==> src/rtl/data_mem_arbiter.sv <==
// Shares one data-memory port between the CPU and a UART debug request channel.
// The CPU has priority. A waiting UART request gets a one-cycle slot after MAX_CPU_BURST consecutive CPU cycles.
module data_mem_arbiter #(
    parameter int unsigned DEPTH         = 1024,
    parameter int unsigned MAX_CPU_BURST = 8
) (
    input  logic        clk,
    input  logic        reset,
    input  logic        cpu_mem_read,
    input  logic        cpu_mem_write,
    input  logic [31:0] cpu_addr,
    input  logic [31:0] cpu_wdata,
    output logic [31:0] cpu_rdata,
    output logic        cpu_stall,
    input  logic        uart_req_valid,
    output logic        uart_req_ready,
    input  logic        uart_req_rw,
    input  logic [8:0]  uart_req_addr,
    input  logic [31:0] uart_req_wdata,
    output logic        uart_rsp_valid,
    output logic [41:0] uart_rsp_data,
    input  logic        uart_rsp_ready,
    output logic [31:0] mem_addr,
    output logic [31:0] mem_wdata,
    output logic        mem_write,
    output logic        mem_read,
    input  logic [31:0] mem_rdata
);

    localparam int unsigned ADDR_BITS = $clog2(DEPTH);
    localparam int unsigned CNT_W     = $clog2(MAX_CPU_BURST + 1);
    localparam int unsigned MASK_W    = (ADDR_BITS < 9) ? ADDR_BITS : 9;
    localparam logic [8:0]  ADDR_MASK = 9'((32'd1 << MASK_W) - 32'd1);
    localparam logic [CNT_W-1:0] CNT_LAST = CNT_W'(MAX_CPU_BURST - 1);

    typedef enum logic [1:0] {S_IDLE, S_PEND, S_ACCESS, S_RSP} state_t;

    state_t           state, state_nxt;
    logic [CNT_W-1:0] starve_cnt, starve_cnt_nxt;
    logic             hold_rw;
    logic [8:0]       hold_addr;
    logic [31:0]      hold_wdata;
    logic [41:0]      rsp_data_q;
    logic             cpu_active;
    logic             uart_owns;
    logic [8:0]       eff_addr;

    assign cpu_active = cpu_mem_read | cpu_mem_write;
    assign uart_owns  = (state == S_ACCESS);
    // For memories smaller than the 9-bit UART address space, the address wraps.
    assign eff_addr   = hold_addr & ADDR_MASK;

    always_ff @(posedge clk or negedge reset) begin
        if (!reset) begin
            state      <= S_IDLE;
            starve_cnt <= '0;
            hold_rw    <= 1'b0;
            hold_addr  <= '0;
            hold_wdata <= '0;
            rsp_data_q <= '0;
        end else begin
            state      <= state_nxt;
            starve_cnt <= starve_cnt_nxt;
            if (uart_req_valid && uart_req_ready) begin
                hold_rw    <= uart_req_rw;
                hold_addr  <= uart_req_addr;
                hold_wdata <= uart_req_wdata;
            end
            if (state == S_ACCESS && !hold_rw) begin
                rsp_data_q <= {1'b0, hold_addr, mem_rdata};
            end
        end
    end

    always_comb begin
        state_nxt      = state;
        starve_cnt_nxt = starve_cnt;
        case (state)
            S_IDLE: begin
                starve_cnt_nxt = '0;
                if (uart_req_valid) state_nxt = S_PEND;
            end
            S_PEND: begin
                if (!cpu_active || starve_cnt == CNT_LAST) begin
                    state_nxt      = S_ACCESS;
                    starve_cnt_nxt = '0;
                end else begin
                    starve_cnt_nxt = starve_cnt + CNT_W'(1);
                end
            end
            S_ACCESS: state_nxt = hold_rw ? S_IDLE : S_RSP;
            S_RSP:    if (uart_rsp_ready) state_nxt = S_IDLE;
            default:  state_nxt = S_IDLE;
        endcase
    end

    always_comb begin
        mem_addr  = cpu_addr;
        mem_wdata = cpu_wdata;
        mem_write = cpu_mem_write;
        mem_read  = cpu_mem_read;
        cpu_stall = 1'b0;
        if (uart_owns) begin
            mem_addr  = {21'b0, eff_addr, 2'b00};
            mem_wdata = hold_wdata;
            mem_write = hold_rw;
            mem_read  = ~hold_rw;
            cpu_stall = cpu_active;
        end
    end

    assign cpu_rdata      = (!uart_owns && cpu_mem_read) ? mem_rdata : '0;
    assign uart_req_ready = (state == S_IDLE);
    assign uart_rsp_valid = (state == S_RSP);
    assign uart_rsp_data  = rsp_data_q;

endmodule

==> config.mk <==
export PLATFORM = sky130hd
export DESIGN_NAME = data_mem_arbiter
export DESIGN_NICKNAME = d
export VERILOG_FILES = /design/src/rtl/data_mem_arbiter.sv
export SDC_FILE = /design/constraint.sdc
export NUM_CORES = 1
export LEC_CHECK = 0
export CAP_MARGIN = 20
export CORE_ASPECT_RATIO = 2
export CORE_MARGIN = 2
export CORE_UTILIZATION = 30
export CTS_BUF_LIST = sky130_fd_sc_hd__clkbuf_8
export DETAILED_ROUTE_END_ITERATION = 10
export PLACE_DENSITY = 0.72
export SYNTH_ARGS = -nofsm -noshare
export SYNTH_HDL_FRONTEND = slang
export SYNTH_SLANG_ARGS = --single-unit
export TNS_END_PERCENT = 50
==> constraint.sdc <==
create_clock -name clk -period 2.1 [get_ports clk]
set_input_delay 0.21 -clock clk [delete_from_list [all_inputs] [get_ports clk]]
set_output_delay 0.21 -clock clk [all_outputs]
set_load 0.01 [all_outputs]
# Word level (Yosys, flattened, before mapping)
# Cells that the tools add are included.
[totals]
mem_count = 0
register_bits = 89
out_inout_bits = 143
mem_bits_ro = 0
ramBits = 0
latch_bits = 0
[op_classes]
add_sub_neg = 1
multipliers = 0
bitwise_logic = 2
n_reduce_logical = 10
n_div = 0
mux = 13
n_eq_ne = 7
n_lt_le_gt_ge = 0
n_shift = 0
[ops]
columns = ["op", "n"]
rows = [
  ["$mux 32", 3],
  ["$mux 2", 4],
  ["$pmux 2 s4", 1],
  ["$pmux 4 s2", 1],
  ["$add 4x1->4 const B", 1],
  ["$eq 2x2->1 const B", 2],
  ["$eq 4x3->1 const B", 1],
  ["$mux 4", 1],
  ["$ne 2x2->1 const B", 2],
  ["$logic_and 1x1->1", 3],
  ["$logic_not 1->1", 3],
  ["$mux 1", 3],
  ["$reduce_and 3->1", 1],
  ["$eq 2x1->1 const B", 1],
  ["$logic_not 2->1", 1],
  ["$ne 2x1->1 const B", 1],
  ["$reduce_bool 2->1", 1],
  ["$logic_or 1x1->1", 1],
  ["$not 1->1", 1],
  ["$or 1x1->1", 1],
]

# Logic depth before layout (Yosys ltp)
# Gate-level depths: netlist of run 1.
[logic_depth]
depth_word = 5
mapped_depth = 7
depth_no_buf = 5

# Worst setup path before layout of run 1
# Ideal clock, no wire load.
[synth_path]
path_type = "register to register"
from = "register state[1]"
to = "register hold_wdata[10]"
setup_slack_ns = 0.609
setup_ns = 0.125
stages_incl_launch_ff = 7
n_path_buf = 3
arrival_time_ns = 1.366
period_less_slack_ns = 1.491
path_cell_list = "dfrtp_1 buf_4 nor2_2 and2_4 buf_6 buf_6 mux2_2"
[synth_via]
elab_chain_len = 2
[synth_lines]
columns = ["item", "line_no", "text"]
rows = [
  ["start: declaration", "38", "state_t state, state_nxt;"],
  ["start signal: assignment", "62", "state <= state_nxt;"],
  ["$logic_not 2->1", "113", "assign uart_req_ready = (state == S_IDLE);"],
  ["net uart_req_ready", "16", "output logic uart_req_ready,"],
  ["$logic_and 1x1->1", "64", "if (uart_req_valid && uart_req_ready) begin"],
  ["end signal: assignment", "67", "hold_wdata <= uart_req_wdata;"],
  ["end: declaration", "42", "logic [31:0] hold_wdata;"],
]
# The timed path passes the listed nets, and every way through them passes these cells.
# A chain may end at the register's enable or synchronous reset.

# Worst setup path in the final report of run 1
[layout_path]
from = "register state[1]"
to = "output mem_wdata[12]"
[layout_via]
elab_chain_len = 2
[layout_lines]
columns = ["item", "line_no", "text"]
rows = [
  ["$eq 2x2->1", "49", "assign uart_owns = (state == S_ACCESS);"],
  ["$mux 32", "103", "if (uart_owns) begin"],
  ["end: declaration", "24", "output logic [31:0] mem_wdata,"],
]
# No other way between the ends.

==> impl_results.md, run 1 <==
* Total gr overflow at 0
* Final Hold Vio Count at 0
* Register area share after synthesis at 48.7%
* Die W at approximately 91 um
* Initial antenna violation count at 0
* Post-placement cell area at 0.00763 mm^2
* Clock Latency Late Sink at 0.35 ns
* Most common cell after layout, fill and taps aside: clkdlybuf4s50_1
* Critical path startpoint: state[1]
* Worst reg2reg path depth at 6
* CTS sink cnt at 89
* Share of the synthesized area in the top cell type at approximately 49%
* Max-cap violations at 0
* Area Overhead vs Synth at 71.7%
* Setup ws final at 0.0743 ns
* Largest family of logic cells by synthesized area: multiplexers
* Met2 GRT Util at 32.3%
* DRC viols at 0
* CTS tree: built
* Peak VDD IR at 0.555 mV
* Worst Setup Start Kind: flip-flop
* Mapped Cells at about 330
* Busiest metal layer after global routing: met2
* CTS clock-pin slew for the worst setup and hold paths at approximately 0.09 ns
* GRT Overall Usage at 17.2%
* Final #Nets at approximately 760
* Worst R2R End: uart_rsp_data[2]
* Routed wire per std cell at about 17 um
* Vias in the first global route at 4039
* First-pass GRT wire length at 21900 um
* Initial cell density of the core at 30.7%
* Fin cells at 819
* Antenna cells at 0
* Data required time at the worst endpoint at 1.89 ns
* Synth area leader: dfrtp_1
* Layout fillers at 1303
* Pleak at 3.62 nW
* Pin count of the biggest net entering global routing at 54
* Clock skew at 0.00617 ns
* Vias at 3692
* H-tree levels at 3
* CP Max Fanout at 7
* Power density over the cells at 1200 mW/mm^2
* Routed WL at 14200 um
* Worst reg2reg path startpoint: state[0]
* Post-Syn Area at 0.00458 mm^2
* Crit share post-route at between 90% and 100%
* CTS Buf Count at 9
* Syn_area_per_cell at 14.0 um^2
* PortBufs at 285
* Syn Nets at 473
* XOR/XNOR share of the synthesized area at 0%
* DIE AREA at 0.0163 mm^2
* Setup TNS at 0 ns
* Hold Path Class: in -> async
* Met1 usage at 19.0%
* Fmax at 494 MHz
* Slew HR at 66.7%
* DR pass1 iterations at 4
* Adder-cell area share of the yosys netlist at 0.273%
* Design area at 0.00786 mm^2
* Commonest non-fill, non-tap cells in the layout: clkdlybuf4s50_1, dfrtp_1, mux2_2
* Register bit total from synthesis at 89
* Core Box Area at 0.0149 mm^2
* Complex-gate fraction of the synthesized area at 1.80%
* Routability cong. at 0.896
* Yosys cell types at 32
* Worst Path Arrival at 1.82 ns
* GRT met3 Usage at 3.61%
* Crit end category: primary output
* Post-layout util at 52.7%
* Least-Margin Pin Slew at 0.500 ns
* RSZ-0062 raised after global routing: true
* DP HPWL at 11100 um
* FF-to-FF setup slack at 0.25 ns
* Simple-Gate Fraction of Synth Area at under 10%
* Iteration-0 DRC Markers at 79
* Num ports at 287
* Status: finished clean
* Cell types occupying the most area after synthesis: dfrtp_1, mux2_2, mux2_4
* Final setup fails at 0
* Max-slew violation count at 0
* Layout cell share with drive strength beyond 1 at between 20% and 30%
* Longest Clk Path Bufs at 2
* Chip Height at 179 um
* Root Driver: clkbuf_8
* Placement row count at between 60 and 70
* Synth Warn # at 0
* Post-synthesis mux area share at approximately 34%
* Dpl ws at approximately 0.21 ns
* Setup CP Type: reg -> out
* Final Critical Period at 2.03 ns
* Avg Vias per Cell at 4.51
* Placed Cells at around 800
* Routed Antenna Nets at 0
state kept, by name (all words and copies together), names as in the netlist:
signal and count:
state 2, uart_rsp_data 41, hold_wdata 32, hold_rw 1, starve_cnt 4, eff_addr 9
Yosys cell counts (all sizes together):
master and count:
nand3 1, nand2 4, and2b 1, nor2b 1, mux2 125, a21oi 2, nor3b 1, nor2 6
conb 1, buf 17, and2 25, o21ai 5, ha 1, o311ai 1, a21o 2, dfrtp 89
inv 2, clkbuf 8, o221ai 1, nand2b 2, a22o 1, and3 32
power by group:
part / leakage [nW] / internal, mW / switching [mW]
registers: 1.06 / 2.58 / 0.513
clock network: 0.107 / 0.587 / 0.616
logic: 2.45 / 3.22 / 1.89
layer usage:
| metal | routed length [um] | vias up |
|---|---|---|
| met1 | 5170 | 1786 |
| met4 | 318 | 0 |
| li1 | - | 1733 |
| met3 | 720 | 22 |
| met5 | 0 | - |
| met2 | 8020 | 151 |
worst max-delay path, cell delays in order (launching register included):
cell,delay [ns]
dfrtp_1,0.42
nand2b_4,0.17
buf_4,0.14
buf_6,0.12
mux2_2,0.33
dlygate4sd2_1,0.29
kinds of logic (layout without fill, tap and decap cells):
logic type	Yosys count	count (layout)
fa+ha+maj	1	1
simple gates	73	73
compound gates	12	12
flops	89	89
mux	125	125
other cells	1	1
buf+inv	27	323
per-stage QoR:
stage | total power [mW] | hold WS, ns
2_1_floorplan | 5.87 | -0.0856
3_3_place_gp | 8.30 | 0.210
3_5_place_dp | 8.42 | 0.217
4_1_cts | 9.48 | 0.354
5_1_grt | 10.0 | 0.375
6_report | 9.40 | 0.355
worst max-delay path by stage:
stage                          end  slack, ns  cells past startpoint
floorplan           hold_wdata[10]       0.61                      6
global placement       mem_addr[9]       0.23                      4
detailed placement     mem_addr[6]       0.21                      4
CTS                  cpu_rdata[30]    -0.0006                      4
global route         mem_wdata[12]      -0.01                      5
finish               mem_wdata[12]       0.07                      5
timing repair:
item / 4_1_cts / 5_1_grt
pin swaps: 0 / 0
hold buffers: 1 / 0
hold endpoints to repair: 36 / 0
setup buffers: 2 / 3
gates cloned: 1 / 1
endpoints found under the setup margin: 89 / 7
resized for setup: 93 / 16
final cells by class:
type                            instances  area, um^2  area share, %
Clock buffer                           10         138           1.75
Clock inverter                          6        66.3          0.844
Inverter                                2        7.51         0.0956
Multi-Input combinational cell        212        2130           27.1
Sequential cell                        89        2230           28.3
Tap cell                              195         244           3.11
Timing Repair Buffer                  305        3050           38.8
No activity file was read; power rests on OpenSTA's default activity.
==> run 2, diff against run 1 <==
--- a/config.mk
+++ b/config.mk
@@ -7,7 +7,6 @@
 export LEC_CHECK = 0
 export CAP_MARGIN = 20
 export CORE_ASPECT_RATIO = 2
-export CORE_MARGIN = 2
 export CORE_UTILIZATION = 30
 export CTS_BUF_LIST = sky130_fd_sc_hd__clkbuf_8
 export DETAILED_ROUTE_END_ITERATION = 10
==> run 2 against run 1 <==
Against the previous run: clock power is essentially flat; die area shrank 3.3%; core utilization shrank 0.22 points; first-iteration DRC count grew 10%; critical path type unchanged; critical endpoint is now cpu_rdata[30]; largest cell class unchanged.
==> impl_results.md, run 2 (same netlist as run 1, synthesis figures left out) <==
* FF-to-FF setup slack at 0.31 ns (was 0.25 ns)
* P_int at 6.36 mW (was 6.38 mW)
* Pleak at 3.59 nW (was 3.62 nW)
* Net Switching at 3.03 mW (was 3.02 mW)
* Hold Path Class: in -> async (unchanged)
* Comb pwr share at 54.2% (was 54.4%)
* DP HPWL at 11100 um (about the same)
* Hold slack at 0.337 ns (was 0.355 ns)
* Routability cong. at 0.863 (was 0.896)
* Pwr Total at 9.39 mW (was 9.40 mW)
* Reg power frac at 33.0% (was 32.8%)
* Clock Latency Late Sink at 0.36 ns (was 0.35 ns)
* CP bufs+invs at 3 (unchanged)
* Placement row count at 63 (unchanged)
* Pin count of the biggest net entering global routing at 44 (was 54)
* CP Max Fanout at 17 (was 7)
* Initial antenna violation count at 0 (unchanged)
* Clock skew at 0.00813 ns (was 0.00617 ns)
* Critical-path cell list: nand2b_4, buf_4, bufbuf_16, and3_1, dlygate4sd2_1 (was nand2b_4, buf_4, buf_6, mux2_2, dlygate4sd2_1)
* Switching Share at 32.3% (was 32.1%)
* First-pass GRT wire length at 20900 um (was 21900 um)
* Antenna cells at 0 (unchanged)
* Peak VDD IR at 0.619 mV (was 0.555 mV)
* Longest Clk Path Bufs at 2 (unchanged)
* Routed Antenna Nets at 0 (unchanged)
* Num ports at 287 (unchanged)
* Data required time at the worst endpoint at 1.89 ns (about the same)
* DIE AREA at 0.0158 mm^2 (was 0.0163 mm^2)
* Fmax at 495 MHz (was 494 MHz)
* CTS clock-pin slew for the worst setup and hold paths at 0.09 ns (about the same)
* Final Hold Vio Count at 0 (unchanged)
* Post-placement cell area at 0.00760 mm^2 (was 0.00763 mm^2)
* Area Overhead vs Synth at 70.9% (was 71.7%)
* Die W at 89.3 um (was 91.3 um)
* Slowest-stage cell, CP: dfrtp_1 (unchanged)
* Vias at 3733 (was 3692)
* GRT Overall Usage at 17.7% (was 17.2%)
* Max-cap violations at 0 (unchanged)
* Layout cell share with drive strength beyond 1 at 26.7% (was 26.6%)
* Initial cell density of the core at 30.7% (unchanged)
* CP max stage delay at 0.39 ns (was 0.42 ns)
* DR pass1 iterations at 4 (unchanged)
* Core Box Area at 0.0149 mm^2 (unchanged)
* Root Driver: clkbuf_8 (unchanged)
* DRC viols at 0 (unchanged)
* Worst Path Arrival at 1.81 ns (was 1.82 ns)
* Clock share of power at 12.7% (was 12.8%)
* CTS sink cnt at 89 (unchanged)
* CTS Buf Count at 9 (unchanged)
* Final Critical Period at 2.02 ns (was 2.03 ns)
* Final #Nets at 766 (was 764)
* H-tree levels at 3 (unchanged)
* Total gr overflow at 0 (unchanged)
* Placed Cells at 796 (was 795)
* Setup CP Type: reg -> out (unchanged)
* Final setup fails at 0 (unchanged)
* Routed WL at 14300 um (was 14200 um)
* Status: finished clean (unchanged)
* Crit end category: primary output (unchanged)
* Max-slew violation count at 0 (unchanged)
* Avg Vias per Cell at 4.55 (was 4.51)
* Iteration-0 DRC Markers at 87 (was 79)
* CTS tree: built (unchanged)
* Worst Setup Start Kind: flip-flop (unchanged)
* Most common cell after layout, fill and taps aside: clkdlybuf4s50_1 (unchanged)
* Max reg flops at 41 (unchanged)
* PortBufs at 285 (unchanged)
* Routed wire per std cell at 17.4 um (about the same)
* Design area at 0.00782 mm^2 (was 0.00786 mm^2)
* Crit share post-route at 96.2% (was 96.5%)
* Chip Height at 177 um (was 179 um)
* Top delay family on crit path: buffers and inverters (unchanged)
* Fin cells at 821 (was 819)
* Power density over the cells at 1200 mW/mm^2 (about the same)
* Vias in the first global route at 4008 (was 4039)
* Commonest non-fill, non-tap cells in the layout: clkdlybuf4s50_1, dlygate4sd2_1, dfrtp_1 (was clkdlybuf4s50_1, dfrtp_1, mux2_2)
## run 2: cell count changes in the layout (fill, tap and decap cells not counted)
cell,delta
buf_12,-2
clkinv_2,-2
clkinvlp_4,+1
clkdlybuf4s15_1,-11
dlymetal6s2s_1,-3
inv_1,+1
buf_6,-2
buf_8,+1
clkdlybuf4s50_1,+1
dlygate4sd2_1,+13
buf_4,+5
## run 2: final timing paths
path                       depth (start not counted)                end               start
hold / removal                                     2     hold_wdata[12]               reset
hold reg to reg                                    1      hold_wdata[8]       hold_wdata[8]
setup reg to reg                                   6  uart_rsp_data[40]            state[0]
min in group clk                                   2     hold_wdata[15]  uart_req_wdata[15]
setup / recovery                                   5      cpu_rdata[30]            state[0]
max in group asynchronous                          3  uart_rsp_data[29]               reset
## run 2: cell type report
class	count	area, um^2
timing repair buffer	307	3010
clock buffer	10	138
fill	1317	7070
tap	195	244
inverter	2	7.51
sequential	89	2230
clock inverter	6	67.6
multi-input combinational	212	2130
## run 2: routing by layer
metal	global-route usage [%]	up-vias	share of wire, %
met4	6.55	0	2.0
met3	2.71	19	4.0
met2	33.6	149	57
li1	-	1737	-
met1	19.0	1828	37
met5	0	-	0
## run 2: timing repair
action	in CTS	in global routing
cloned	1	1
resized for setup	96	1
hold buffers	1	0
endpoints found under the setup margin	92	5
setup buffers	2	4
hold endpoints to repair	34	0
## run 2: metrics by stage
stage / setup WS [ns] / TNS [ns] / util, %
after detailed placement: 0.162 / 0 / 51.0
after CTS: 0.00128 / 0 / 52.1
final: 0.0808 / 0 / 52.5
after global routing: -0.00152 / -0.00152 / 52.5
after floorplan: 0.609 / 0 / -
after global placement: 0.223 / 0 / 51.0
## run 2: power groups by stage
| stage | Sequential (mW) | Combinational (mW) | Clock (mW) |
|---|---|---|---|
| after floorplan | 3.19 | 2.68 | 0 |
| after global placement | 3.12 | 5.14 | 0 |
| after detailed placement | 3.15 | 5.23 | 0 |
| after CTS | 3.13 | 5.05 | 1.26 |
| after global routing | 3.23 | 5.43 | 1.33 |
| final | 3.10 | 5.09 | 1.20 |
==> run 3, diff against run 2 <==
--- a/config.mk
+++ b/config.mk
@@ -10,7 +10,9 @@
 export CORE_UTILIZATION = 30
 export CTS_BUF_LIST = sky130_fd_sc_hd__clkbuf_8
 export DETAILED_ROUTE_END_ITERATION = 10
-export PLACE_DENSITY = 0.72
+export PLACE_DENSITY = 0.64
+export REMOVE_ABC_BUFFERS = 1
+export SETUP_SLACK_MARGIN = 0.3
 export SYNTH_ARGS = -nofsm -noshare
 export SYNTH_HDL_FRONTEND = slang
 export SYNTH_SLANG_ARGS = --single-unit
==> run 3 against run 2 <==
Against the previous run: die area stayed put; core utilization increased by 0.050 points; sequential power hardly changed; global-route usage rose by 1.1 points; critical path depth grew 1; clock power rose by 4%; final cell count grew 1.2%; first-iteration DRC count rose by 15%; routed wire length rose by 6.2%; sequential share of layout area hardly changed; worst hold slack better by 0.023 ns; clock skew increased by 0.0029 ns; largest power group unchanged.
==> impl_results.md, run 3 (same netlist as run 1, synthesis figures left out) <==
* Vias in the first global route at 3930 (was 4008)
* Crit share post-route at 93.3% (was 96.2%)
* Critical-path cell list: nand2b_4, buf_4, buf_12, clkbuf_16, mux2_2, buf_2 (was nand2b_4, buf_4, bufbuf_16, and3_1, dlygate4sd2_1)
* Placement row count at 63 (unchanged)
* First-pass GRT wire length at 21500 um (was 20900 um)
* Layout fillers at 1330 (was 1317)
* CTS clock-pin slew for the worst setup and hold paths at 0.09 ns (about the same)
* Peak VDD IR at 0.564 mV (was 0.619 mV)
* Longest Clk Path Bufs at 2 (unchanged)
* PortBufs at 285 (unchanged)
* DR pass1 iterations at 4 (unchanged)
* Top delay family on crit path: buffers and inverters (unchanged)
* CTS sink cnt at 89 (unchanged)
* Power density over the cells at 1260 mW/mm^2 (was 1200 mW/mm^2)
* Hold Path Class: in -> async (unchanged)
* Final #Nets at 776 (was 766)
* Die W at 89.3 um (unchanged)
* Fin cells at 831 (was 821)
* DIE AREA at 0.0158 mm^2 (unchanged)
* Most common cell after layout, fill and taps aside: clkdlybuf4s50_1 (unchanged)
* Final Critical Period at 1.96 ns (was 2.02 ns)
* CP Max Fanout at 4 (was 17)
* Initial cell density of the core at 30.7% (unchanged)
* CTS Buf Count at 9 (unchanged)
* Final setup fails at 0 (unchanged)
* Antenna cells at 0 (unchanged)
* Initial antenna violation count at 0 (unchanged)
* Crit end category: primary output (unchanged)
* Core Box Area at 0.0149 mm^2 (unchanged)
* Clock Latency Late Sink at 0.36 ns (about the same)
* Total gr overflow at 0 (unchanged)
* Clock skew at 0.0110 ns (was 0.00813 ns)
* Worst Setup Start Kind: flip-flop (unchanged)
* Routed Antenna Nets at 0 (unchanged)
* CTS tree: built (unchanged)
* Worst Path Arrival at 1.75 ns (was 1.81 ns)
* RSZ-0062 raised after global routing: true
* Num ports at 287 (unchanged)
* Max reg flops at 41 (unchanged)
* DRC viols at 0 (unchanged)
* CP max stage delay at 0.43 ns (was 0.39 ns)
* Layout cell share with drive strength beyond 1 at 44.0% (was 26.7%)
* Commonest non-fill, non-tap cells in the layout: clkdlybuf4s50_1, dfrtp_1, mux2_2 (was clkdlybuf4s50_1, dlygate4sd2_1, dfrtp_1)
* Slowest-stage cell, CP: dfrtp_1 (unchanged)
* Max-slew violation count at 0 (unchanged)
* Setup CP Type: reg -> out (unchanged)
* DP HPWL at 11300 um (was 11100 um)
* Pin count of the biggest net entering global routing at 54 (was 44)
* Hold slack at 0.359 ns (was 0.337 ns)
* Fmax at 511 MHz (was 495 MHz)
* Vias at 3788 (was 3733)
* Chip Height at 177 um (unchanged)
* Status: finished clean (unchanged)
* CP bufs+invs at 4 (was 3)
* Avg Vias per Cell at 4.56 (was 4.55)
* Least-Margin Pin Slew at 0.524 ns
* H-tree levels at 3 (unchanged)
* Data required time at the worst endpoint at 1.89 ns (about the same)
* Pleak at 3.62 nW (was 3.59 nW)
* Root Driver: clkbuf_8 (unchanged)
* Iteration-0 DRC Markers at 100 (was 87)
* Placed Cells at 797 (was 796)
* Routed wire per std cell at 18.2 um (was 17.4 um)
* Routability cong. at 0.842 (was 0.863)
* Slew HR at 65.1%
* Final Hold Vio Count at 0 (unchanged)
* Max-cap violations at 0 (unchanged)
* Area Overhead vs Synth at 71.1% (was 70.9%)
* GRT Overall Usage at 18.8% (was 17.7%)
* Routed WL at 15200 um (was 14300 um)
run 3: cell count changes in the layout (fill, tap and decap cells not counted), moves of 5 or more:
cell,before,now
dlygate4sd2_1,93,1
buf_2,0,46
clkbuf_2,0,34
buf_6,0,14
mux2_2,83,75
mux2_4,42,50
clkdlybuf4s50_1,190,185
run 3: what timing repair did:
item,in CTS,in global routing
cloned,4,4
hold endpoints to repair,36,0
buffers inserted,8,1
endpoints found under the setup margin,101,118
pin swaps,0,1
hold buffers,1,0
resized for setup,242,146
run 3: final timing paths:
kind / start / endpoint / slack [ns] / depth (start not counted)
worst max-delay path: state[1] / mem_wdata[14] / 0.14 / 6
worst min register to register: hold_wdata[9] / hold_wdata[9] / 0.51 / 1
worst max register to register: state[0] / uart_rsp_data[40] / 0.32 / 6
min in group clk: uart_req_addr[1] / eff_addr[1] / 0.45 / 2
worst min-delay path: reset / hold_wdata[22] / 0.36 / 2
max in group asynchronous: reset / eff_addr[5] / 1.05 / 3
run 3: layout make-up:
type	instances	area (um^2)	share of cell area, %
Clock buffer	10	138	1.76
Multi-Input combinational cell	212	2170	27.8
Timing Repair Buffer	317	2970	37.9
Inverter	2	7.51	0.0959
Tap cell	195	244	3.12
Sequential cell	89	2230	28.4
Clock inverter	6	75.1	0.959
run 3: metrics by stage:
stage / worst slack [ns] / total power [mW] / cell area [um^2] / TNS, ns / utilization, %
2_1_floorplan: -1.37 / 5.66 / 4350 / -134.32 / -
3_3_place_gp: 0.259 / 8.27 / 7610 / 0 / 51.1
3_5_place_dp: 0.243 / 8.37 / 7610 / 0 / 51.1
4_1_cts: 0.0731 / 9.77 / 7830 / 0 / 52.5
5_1_grt: 0.0842 / 10.4 / 7830 / 0 / 52.6
6_report: 0.142 / 9.83 / 7830 / 0 / 52.6
run 3: power breakdown:
part | internal (mW) | switching [mW]
Sequential | 2.57 | 0.539
Clock | 0.599 | 0.648
Combinational | 3.45 | 2.01
run 3: metal layers:
metal,track usage [%],vias up,routed length (um)
li1,-,1752,-
met5,0,-,0
met4,8.33,0,471
met2,34.8,149,8490
met1,19.5,1864,5500
met3,4.20,23,684
